<file path="src/rtl/clk_div_ctrl_if.sv">
// Request/status bundle for clk_div_ctrl: two ratio requesters plus divider outputs.
// Latency: none (pure wiring).
// Backpressure: reqN_ready is the only flow control; a transfer is reqN_valid && reqN_ready.
//
// Ports (signals):
//   req0_valid/req0_div/req0_ready : requester 0 handshake and requested ratio
//   req1_valid/req1_div/req1_ready : requester 1 handshake and requested ratio
//   clk_out, tick                  : divided clock and once-per-period pulse
//   cur_div, busy, err             : ratio in effect, change pending, rejected ratio pulse
interface clk_div_ctrl_if #(
    parameter int WIDTH = 23
);
    logic             req0_valid;
    logic [WIDTH-1:0] req0_div;
    logic             req0_ready;
    logic             req1_valid;
    logic [WIDTH-1:0] req1_div;
    logic             req1_ready;
    logic             clk_out;
    logic             tick;
    logic [WIDTH-1:0] cur_div;
    logic             busy;
    logic             err;

    // Requester side plus anything observing the divider outputs.
    modport master (
        output req0_valid, req0_div, req1_valid, req1_div,
        input  req0_ready, req1_ready, clk_out, tick, cur_div, busy, err
    );

    // The divider itself.
    modport slave (
        input  req0_valid, req0_div, req1_valid, req1_div,
        output req0_ready, req1_ready, clk_out, tick, cur_div, busy, err
    );
endinterface

</file>
<file path="src/rtl/clk_div_ctrl.sv">
// Runtime-reconfigurable clock divider with a round-robin two-requester ratio arbiter.
// Latency: clk_out/tick registered (1 cycle); an accepted ratio applies at the end of the current period.
// Backpressure: readies are held low while a ratio is pending, so at most one change per period.
//
// Ports:
//   clk_in : system clock
//   rst    : asynchronous active-high reset
//   bus    : clk_div_ctrl_if.slave (requester handshakes, clk_out, tick, cur_div, busy, err)
module clk_div_ctrl #(
    parameter int WIDTH       = 23,
    parameter int DEFAULT_DIV = 2
) (
    input  logic          clk_in,
    input  logic          rst,
    clk_div_ctrl_if.slave bus
);
    localparam logic [WIDTH-1:0] DEF_DIV = WIDTH'(DEFAULT_DIV);
    localparam logic [WIDTH-1:0] ONE     = WIDTH'(1);
    localparam logic [WIDTH-1:0] MIN_DIV = WIDTH'(2);

    typedef enum logic {
        IDLE = 1'b0,
        PEND = 1'b1
    } state_t;

    state_t           state_q, state_d;
    logic             rr_q, rr_d;
    logic [WIDTH-1:0] cnt_q, cnt_d;
    logic [WIDTH-1:0] cur_div_q, cur_div_d;
    logic [WIDTH-1:0] pend_div_q, pend_div_d;
    logic             clk_out_q;
    logic             tick_q;
    logic             err_q, err_d;

    logic             wrap;
    logic             gnt0;
    logic             gnt1;
    logic [WIDTH-1:0] acc_div;

    // The counter never exceeds cur_div, so >= is equivalent to == here; >= keeps the
    // wrap safe even if the compare ever sees a stale larger count.
    assign wrap = (cnt_q >= cur_div_q);

    // rr names the requester that wins a tie; a lone valid requester always wins.
    assign gnt0 = (state_q == IDLE) && bus.req0_valid && (!bus.req1_valid || !rr_q);
    assign gnt1 = (state_q == IDLE) && bus.req1_valid && (!bus.req0_valid ||  rr_q);
    assign acc_div = gnt0 ? bus.req0_div : bus.req1_div;

    always_comb begin
        state_d    = state_q;
        rr_d       = rr_q;
        cur_div_d  = cur_div_q;
        pend_div_d = pend_div_q;
        err_d      = 1'b0;
        cnt_d      = wrap ? ONE : (cnt_q + ONE);

        case (state_q)
            IDLE: begin
                if (gnt0 || gnt1) begin
                    rr_d = ~rr_q;
                    // Ratios below 2 cannot form a square wave; drop them and flag it.
                    if (acc_div >= MIN_DIV) begin
                        pend_div_d = acc_div;
                        state_d    = PEND;
                    end else begin
                        err_d = 1'b1;
                    end
                end
            end
            PEND: begin
                // Swap the ratio only on the period boundary so no period is truncated.
                if (wrap) begin
                    cur_div_d = pend_div_q;
                    state_d   = IDLE;
                end
            end
            default: state_d = IDLE;
        endcase
    end

    always_ff @(posedge clk_in or posedge rst) begin
        if (rst) begin
            state_q    <= IDLE;
            rr_q       <= 1'b0;
            cnt_q      <= ONE;
            cur_div_q  <= DEF_DIV;
            pend_div_q <= '0;
            clk_out_q  <= 1'b0;
            tick_q     <= 1'b0;
            err_q      <= 1'b0;
        end else begin
            state_q    <= state_d;
            rr_q       <= rr_d;
            cnt_q      <= cnt_d;
            cur_div_q  <= cur_div_d;
            pend_div_q <= pend_div_d;
            // Both use the pre-update count and ratio: low for floor(div/2), high for ceil(div/2).
            clk_out_q  <= (cnt_q > (cur_div_q >> 1));
            tick_q     <= wrap;
            err_q      <= err_d;
        end
    end

    assign bus.req0_ready = gnt0;
    assign bus.req1_ready = gnt1;
    assign bus.clk_out    = clk_out_q;
    assign bus.tick       = tick_q;
    assign bus.cur_div    = cur_div_q;
    assign bus.busy       = (state_q == PEND);
    assign bus.err        = err_q;
endmodule

</file>
<file path="src/flat_wrapper.sv">
// flat-port wrapper written by rule: the top's interface ports become plain ports
module clk_div_ctrl_flat 
#(
    parameter int WIDTH       = 23,
    parameter int DEFAULT_DIV = 2
)
  (clk_in, rst, bus_req0_valid, bus_req0_div, bus_req1_valid, bus_req1_div, bus_req0_ready, bus_req1_ready, bus_clk_out, bus_tick, bus_cur_div, bus_busy, bus_err);
  clk_div_ctrl_if #(.WIDTH(WIDTH)) bus_i ();
  input  logic clk_in;
  input  logic rst;
  input wire logic [$bits(bus_i.req0_valid)-1:0] bus_req0_valid;
  input wire logic [$bits(bus_i.req0_div)-1:0] bus_req0_div;
  input wire logic [$bits(bus_i.req1_valid)-1:0] bus_req1_valid;
  input wire logic [$bits(bus_i.req1_div)-1:0] bus_req1_div;
  output wire logic [$bits(bus_i.req0_ready)-1:0] bus_req0_ready;
  output wire logic [$bits(bus_i.req1_ready)-1:0] bus_req1_ready;
  output wire logic [$bits(bus_i.clk_out)-1:0] bus_clk_out;
  output wire logic [$bits(bus_i.tick)-1:0] bus_tick;
  output wire logic [$bits(bus_i.cur_div)-1:0] bus_cur_div;
  output wire logic [$bits(bus_i.busy)-1:0] bus_busy;
  output wire logic [$bits(bus_i.err)-1:0] bus_err;
  assign bus_i.req0_valid = bus_req0_valid;
  assign bus_i.req0_div = bus_req0_div;
  assign bus_i.req1_valid = bus_req1_valid;
  assign bus_i.req1_div = bus_req1_div;
  assign bus_req0_ready = bus_i.req0_ready;
  assign bus_req1_ready = bus_i.req1_ready;
  assign bus_clk_out = bus_i.clk_out;
  assign bus_tick = bus_i.tick;
  assign bus_cur_div = bus_i.cur_div;
  assign bus_busy = bus_i.busy;
  assign bus_err = bus_i.err;
  clk_div_ctrl #(.WIDTH(WIDTH), .DEFAULT_DIV(DEFAULT_DIV)) u_core (.clk_in(clk_in), .rst(rst), .bus(bus_i));
endmodule
</file>
<file path="config.mk">
export PLATFORM = sky130hd
export DESIGN_NAME = clk_div_ctrl_flat
export DESIGN_NICKNAME = d
export VERILOG_FILES = /design/src/rtl/clk_div_ctrl_if.sv /design/src/rtl/clk_div_ctrl.sv /design/src/flat_wrapper.sv
export SDC_FILE = /design/constraint.sdc
export NUM_CORES = 1
export LEC_CHECK = 0
export CORE_AREA = 2 2 87 110
export DETAILED_ROUTE_END_ITERATION = 16
export DIE_AREA = 0 0 89 112
export GPL_ROUTABILITY_DRIVEN = 0
export PLACE_DENSITY = 0.8
export SYNTH_ARGS = -nofsm -noshare
export SYNTH_HDL_FRONTEND = slang
export SYNTH_SLANG_ARGS = --single-unit
export TNS_END_PERCENT = 20
</file>
<file path="constraint.sdc">
create_clock -name clk_in -period 3.15 [get_ports clk_in]
set_input_delay 0.4725 -clock clk_in [delete_from_list [all_inputs] [get_ports clk_in]]
set_output_delay 0.4725 -clock clk_in [all_outputs]
set_load 0.02 [all_outputs]
</file>
==> impl_metrics.ini, run 1 <==
[critical_path]
cp_top_family = buffers and inverters
worstPathBufferInverterCount = 3
regToRegStartpoint = u_core.bus.cur_div[21]$_DFFE_PP0P_
crit_path_start = bus_req1_valid
startpoint_type = primary input
worst-path-max-fanout = 26
worstPathCellList = clkdlybuf4s50_1 -> a211oi_4 -> buf_4 -> clkdlybuf4s50_1
crit_path_max_incr_delay_ps = 680
critPathArrivalTime_ps = 2240
critPathKind = in -> out
critPathSlowestCell = clkdlybuf4s50_1
setup.worst_path.end_class = output pin
crit_top_cell = clkdlybuf4s50_1
required_ps = 2680

[timing]
finalMaxSlewViolations = 0
finalSetupTns_ps = 0
tightest_slew_ps = 1150
period_share = 0.861
report.final.setup_viol = 0
fin_skew_ps = 9.26
hold_slack_ps = 458
relSlewSlack = 0.228
rsz0062_at_grt = false
finalHoldViolCount = 0
fmax_mhz = 369
layout_min_cycle_time_ps = 2710

[clocking]
cts_resized = 0
clock_path_buffers = 2
hold_buffers = 0
cts.sinks = 74
cts_inserted_buffers = 9
clk_pin_slew_worst_paths_ps = 50
cts_tree = yes
cts-root-buf = clkbuf_16
clock_latency_ps = 350
cts_setup_buffers = 0
htreeDepth = 3

[yosys]
syn-num-nets = 579
synth_edf_count = 0
synth_seq_cells = 74
synth.area.top_cells = dfrtp_1 (38%), ha_1 (12%), mux2_2 (6.4%)
ys_warn_count = 0
synth_commonest_cells = dfrtp_1 (72), nand2_1 (62), ha_1 (46)
synth.most_common_cell = dfrtp_1
ys_async_sr_fraction = 1.00
synth.distinct_cells = 38
yosys.area.top_type_share = 0.379
synthCells = 483
seq_area_frac_synth = 0.390
avgSynthCellArea_sq_um = 9.85
synth_area_sq_um = 4760
synthFlopType = dfrtp_1
yosys.area.top_type = dfrtp_1

[detailed_routing]
drt-total-wl_mm = 11.4
vias_per_cell = 5.82
drc = 0
via_count = 3998
drtAntennaViolNets = 0
drt-initial-drc-count = 148
wl_per_cell_um = 16.5
drt_pass1_iterations = 4

[floorplanning]
die_width_um = 89
dieHeight_um = 112
die_area_sq_um = 9970
io_pins = 79
coreArea_sq_um = 8980
core.rowCount = 39
start_util = 0.530

[global_route]
grt_pass1_wl_mm = 19.5
grt_overflow_total = 0
track_usage = 0.250
grt_max_degree = 75
antenna_found_initial = 0
grt_pass1_vias = 4108

[cells_and_area]
antennaDiodeCount = 0
drive_gt1_frac = 0.108
fill_cells = 704
layout.nets = 655
area_growth_syn_to_layout_pct = 26.4

[hold_path]
min-delay-start = u_core.cnt_q[0]$_DFF_PP1_
hp-class = reg -> reg

[outcome]
outcome = completed

[pwr]
ir_worst_vdd_mv = 0.268
leakagePower_nw = 2.81
p_per_area_nw_per_um2 = 509
p_total_w = 0.00306

[job]
drv_cap = 0

[placed_design]
io_buffers = 78
place_hpwl_mm = 8.38
[power by group]
part / leakage (nW) / internal [W] / switching, W
clock: 0.165 / 0.000757 / 0.000397
combinational: 1.81 / 0.000309 / 0.000282
sequential: 0.845 / 0.00115 / 0.000169
total: 2.81 / 0.00221 / 0.000848
[final timing paths]
| check | slack (ps) | endpoint | depth (start not counted) |
|---|---|---|---|
| setup / recovery | 440 | bus_req0_ready | 4 |
| max in group asynchronous | 2290 | u_core.bus.cur_div[1]$_DFFE_PP1P_ | 3 |
| hold / removal | 460 | u_core.cnt_q[0]$_DFF_PP1_ | 1 |
| min in group asynchronous | 530 | u_core.bus.cur_div[2]$_DFFE_PP0P_ | 3 |
| setup reg to reg | 570 | u_core.cnt_q[18]$_DFF_PP0_ | 8 |
| hold reg to reg | 460 | u_core.cnt_q[0]$_DFF_PP1_ | 1 |
[registers in the layout, indices dropped and copies added, names as in the netlist]
name                flops
u_core.bus.tick         1
u_core.pend_div_q      23
u_core.bus.err          1
u_core.cnt_q           23
u_core.bus.clk_out      1
u_core.rr_q             1
u_core.bus.busy         1
u_core.bus.cur_div     23
[cell usage in the layout (no fill, tap or decap), drive strengths merged, types with 5 or more instances in the layout]
cell type,count
a21oi,16
ha,46
xnor2,18
o211ai,24
nand2,62
buf,9
a21o,9
nand3,11
mux2,46
inv,31
clkbuf,12
clkdlybuf4s50,78
nor3,8
nor2,35
nor2b,5
nor4,14
dfrtp,72
o2111ai,23
nand4,8
o21ai,6
[final cells by class]
| type | instances | area (sq um) | area share |
|---|---|---|---|
| Clock inverter | 4 | 72.6 | 0.0121 |
| Tap cell | 123 | 154 | 0.0256 |
| Clock buffer | 12 | 267 | 0.0443 |
| Multi-Input combinational cell | 356 | 2690 | 0.447 |
| Sequential cell | 74 | 1850 | 0.309 |
| Inverter | 31 | 116 | 0.0194 |
| Timing Repair Buffer | 87 | 861 | 0.143 |
[routing by layer]
metal	up-vias	wire (um)	track usage
li1	1915	-	-
met1	1928	4740	0.315
met2	122	5730	0.405
met3	33	477	0.0363
met4	0	398	0.134
met5	-	0	0
[logic make-up after synthesis]
kind of cell / Yosys count / share of synthesized area
AOI/OAI and AO/OA: 88 / 0.142
xor gates and xnor gates: 22 / 0.0405
adders and majority gates: 46 / 0.121
buffers and inverters: 53 / 0.0466
DFF: 74 / 0.390
muxes: 46 / 0.109
and+or+nand+nor: 154 / 0.151
[through the flow]
| step | cell area (sq um) | setup WS, ps | cells | utilization |
|---|---|---|---|---|
| floorplan | 4760 | 786 | 483 | - |
| global placement | 5670 | 302 | 671 | 0.632 |
| detailed placement | 5670 | 248 | 671 | 0.632 |
| CTS | 6010 | 434 | 687 | 0.669 |
| global route | 6010 | 330 | 687 | 0.669 |
| finish | 6010 | 438 | 687 | 0.669 |
No activity file was read; power rests on OpenSTA's default activity.
==> run 2, diff against run 1 <==
--- a/config.mk
+++ b/config.mk
@@ -5,11 +5,14 @@
 export SDC_FILE = /design/constraint.sdc
 export NUM_CORES = 1
 export LEC_CHECK = 0
-export CORE_AREA = 2 2 87 110
+export CELL_PAD_IN_SITES_DETAIL_PLACEMENT = 2
+export CELL_PAD_IN_SITES_GLOBAL_PLACEMENT = 2
+export CORE_AREA = 2 2 109 138
 export DETAILED_ROUTE_END_ITERATION = 16
-export DIE_AREA = 0 0 89 112
+export DIE_AREA = 0 0 111 140
 export GPL_ROUTABILITY_DRIVEN = 0
-export PLACE_DENSITY = 0.8
+export HOLD_SLACK_MARGIN = 0.15
+export PLACE_DENSITY_LB_ADDON = 0.1
 export SYNTH_ARGS = -nofsm -noshare
 export SYNTH_HDL_FRONTEND = slang
 export SYNTH_SLANG_ARGS = --single-unit
==> run 2 against run 1 <==
Net effect:
- maximum frequency decreased by 0.55%
- cell count rose by 8.2%
- critical path type unchanged
- design area up 0.29%
- combinational power up 3.7%
- clock skew increased by 0.97 ps
- clock power down 14%
- die area grew 56%
- utilization is 24 points lower
- flip-flop and latch count unchanged
==> impl_metrics.ini, run 2 (synthesized netlist as in run 1, its figures left out) <==
[outcome]
outcome = completed

[timing]
relSlewSlack = 0.238
report.final.setup_viol = 0
fin_ws_ps = 423
finalMaxSlewViolations = 0
layout_min_cycle_time_ps = 2730
fmax_mhz = 367
fin_skew_ps = 10.2
hold_slack_ps = 486
period_share = 0.866
rsz0062_at_grt = false
tightest_slew_ps = 1140
finalHoldViolCount = 0
finalSetupTns_ps = 0

[cells_and_area]
layout_common_cells = clkdlybuf4s50_1 (78), dfrtp_1 (72), nand2_1 (62)
antennaDiodeCount = 0
layout.nets = 656
final_cells = 743
fill_cells = 1517
area_growth_syn_to_layout_pct = 26.7
layout.cells.most_common = clkdlybuf4s50_1
drive_gt1_frac = 0.108

[floorplanning]
die_area_sq_um = 15500
io_pins = 79
die_width_um = 111
dieHeight_um = 140
start_util = 0.336
coreArea_sq_um = 14200
core.rowCount = 49

[global_route]
track_usage = 0.193
grt_pass1_vias = 4591
antenna_found_initial = 0
grt_max_degree = 75
grt_pass1_wl_mm = 23.9
grt_overflow_total = 0

[critical_path]
crit_path_start = bus_req0_valid
critPathKind = in -> out
worst-path-max-fanout = 26
reg2reg_depth = 8
startpoint_type = primary input
required_ps = 2680
setup.worst_path.end_class = output pin
critPathArrivalTime_ps = 2250
r2r_end = u_core.bus.cur_div[10]$_DFFE_PP0P_
r2r_slack_ps = 710
regToRegStartpoint = u_core.bus.cur_div[21]$_DFFE_PP0P_
crit_end = bus_req0_ready

[placed_design]
io_buffers = 78
place_hpwl_mm = 10.9
dp_cells = 727
pre_cts_ws_ps = 223

[pwr]
leakagePower_nw = 2.79
p_per_area_nw_per_um2 = 485
p_total_w = 0.00292
ir_worst_vdd_mv = 0.301

[clocking]
clock_path_buffers = 2
hold_buffers = 0
clock_latency_ps = 350
clk_pin_slew_worst_paths_ps = 60
cts_inserted_buffers = 9
cts_tree = yes
htreeDepth = 3
cts_resized = 0
cts.sinks = 74
cts_setup_buffers = 0
cts-root-buf = clkbuf_16

[detailed_routing]
via_count = 4055
vias_per_cell = 5.46
drc = 0
drt_pass1_iterations = 4
wl_per_cell_um = 19.2
drt-total-wl_mm = 14.3
drt-initial-drc-count = 178
drtAntennaViolNets = 0

[job]
drv_cap = 0

[hold_path]
hp-class = reg -> reg
hold_depth = 1
run 2: changes by cell type in the layout (fill, tap and decap cells not counted):
| cell | change |
|---|---|
| bufinv_16 | -2 |
| clkbuf_8 | -2 |
| inv_6 | +2 |
| buf_4 | +1 |
| clkbuf_1 | +1 |
| clkinvlp_4 | +1 |
run 2: layout make-up:
| class | instances | area, sq um | area share |
|---|---|---|---|
| well taps | 178 | 223 | 0.0370 |
| clock buffers | 11 | 243 | 0.0403 |
| multi-input cells | 356 | 2690 | 0.446 |
| repair buffers | 88 | 868 | 0.144 |
| clock inverters | 5 | 37.5 | 0.00623 |
| flip-flops and latches | 74 | 1850 | 0.308 |
| inverters | 31 | 116 | 0.0193 |
run 2: power by group:
part / switching [W] / internal [W]
registers: 0.000171 / 0.00115
logic: 0.000301 / 0.000312
clock network: 0.000432 / 0.000559
run 2: how the worst min path moves through the flow:
stage	startpoint	endpoint	slack, ps
after CTS	u_core.cnt_q[0]$_DFF_PP1_	u_core.cnt_q[0]$_DFF_PP1_	490
after detailed placement	u_core.cnt_q[0]$_DFF_PP1_	u_core.cnt_q[0]$_DFF_PP1_	470
after global routing	u_core.pend_div_q[16]$_DFFE_PP0P_	u_core.pend_div_q[16]$_DFFE_PP0P_	510
after floorplan	u_core.cnt_q[0]$_DFF_PP1_	u_core.cnt_q[0]$_DFF_PP1_	440
after global placement	u_core.cnt_q[0]$_DFF_PP1_	u_core.cnt_q[0]$_DFF_PP1_	450
final	u_core.cnt_q[0]$_DFF_PP1_	u_core.cnt_q[0]$_DFF_PP1_	490
run 2: worst max-delay path, stage by stage:
cell	delay, ps
clkdlybuf4s50_1	470
inv_1	80
a211oi_4	180
buf_4	360
clkdlybuf4s50_1	680
run 2: through the flow:
stage                     area [sq um]   util
after global placement            5750  0.406
after CTS                         6030  0.426
final                             6030  0.426
after global routing              6030  0.426
after floorplan                   4760      -
after detailed placement          5750  0.406
run 2: metal layers:
layer	up-vias	part of all wire	track usage
li1	1914	-	-
met1	2049	0.43	0.226
met2	76	0.52	0.351
met3	16	0.037	0.0450
met4	0	0.014	0.0533
met5	-	0	0
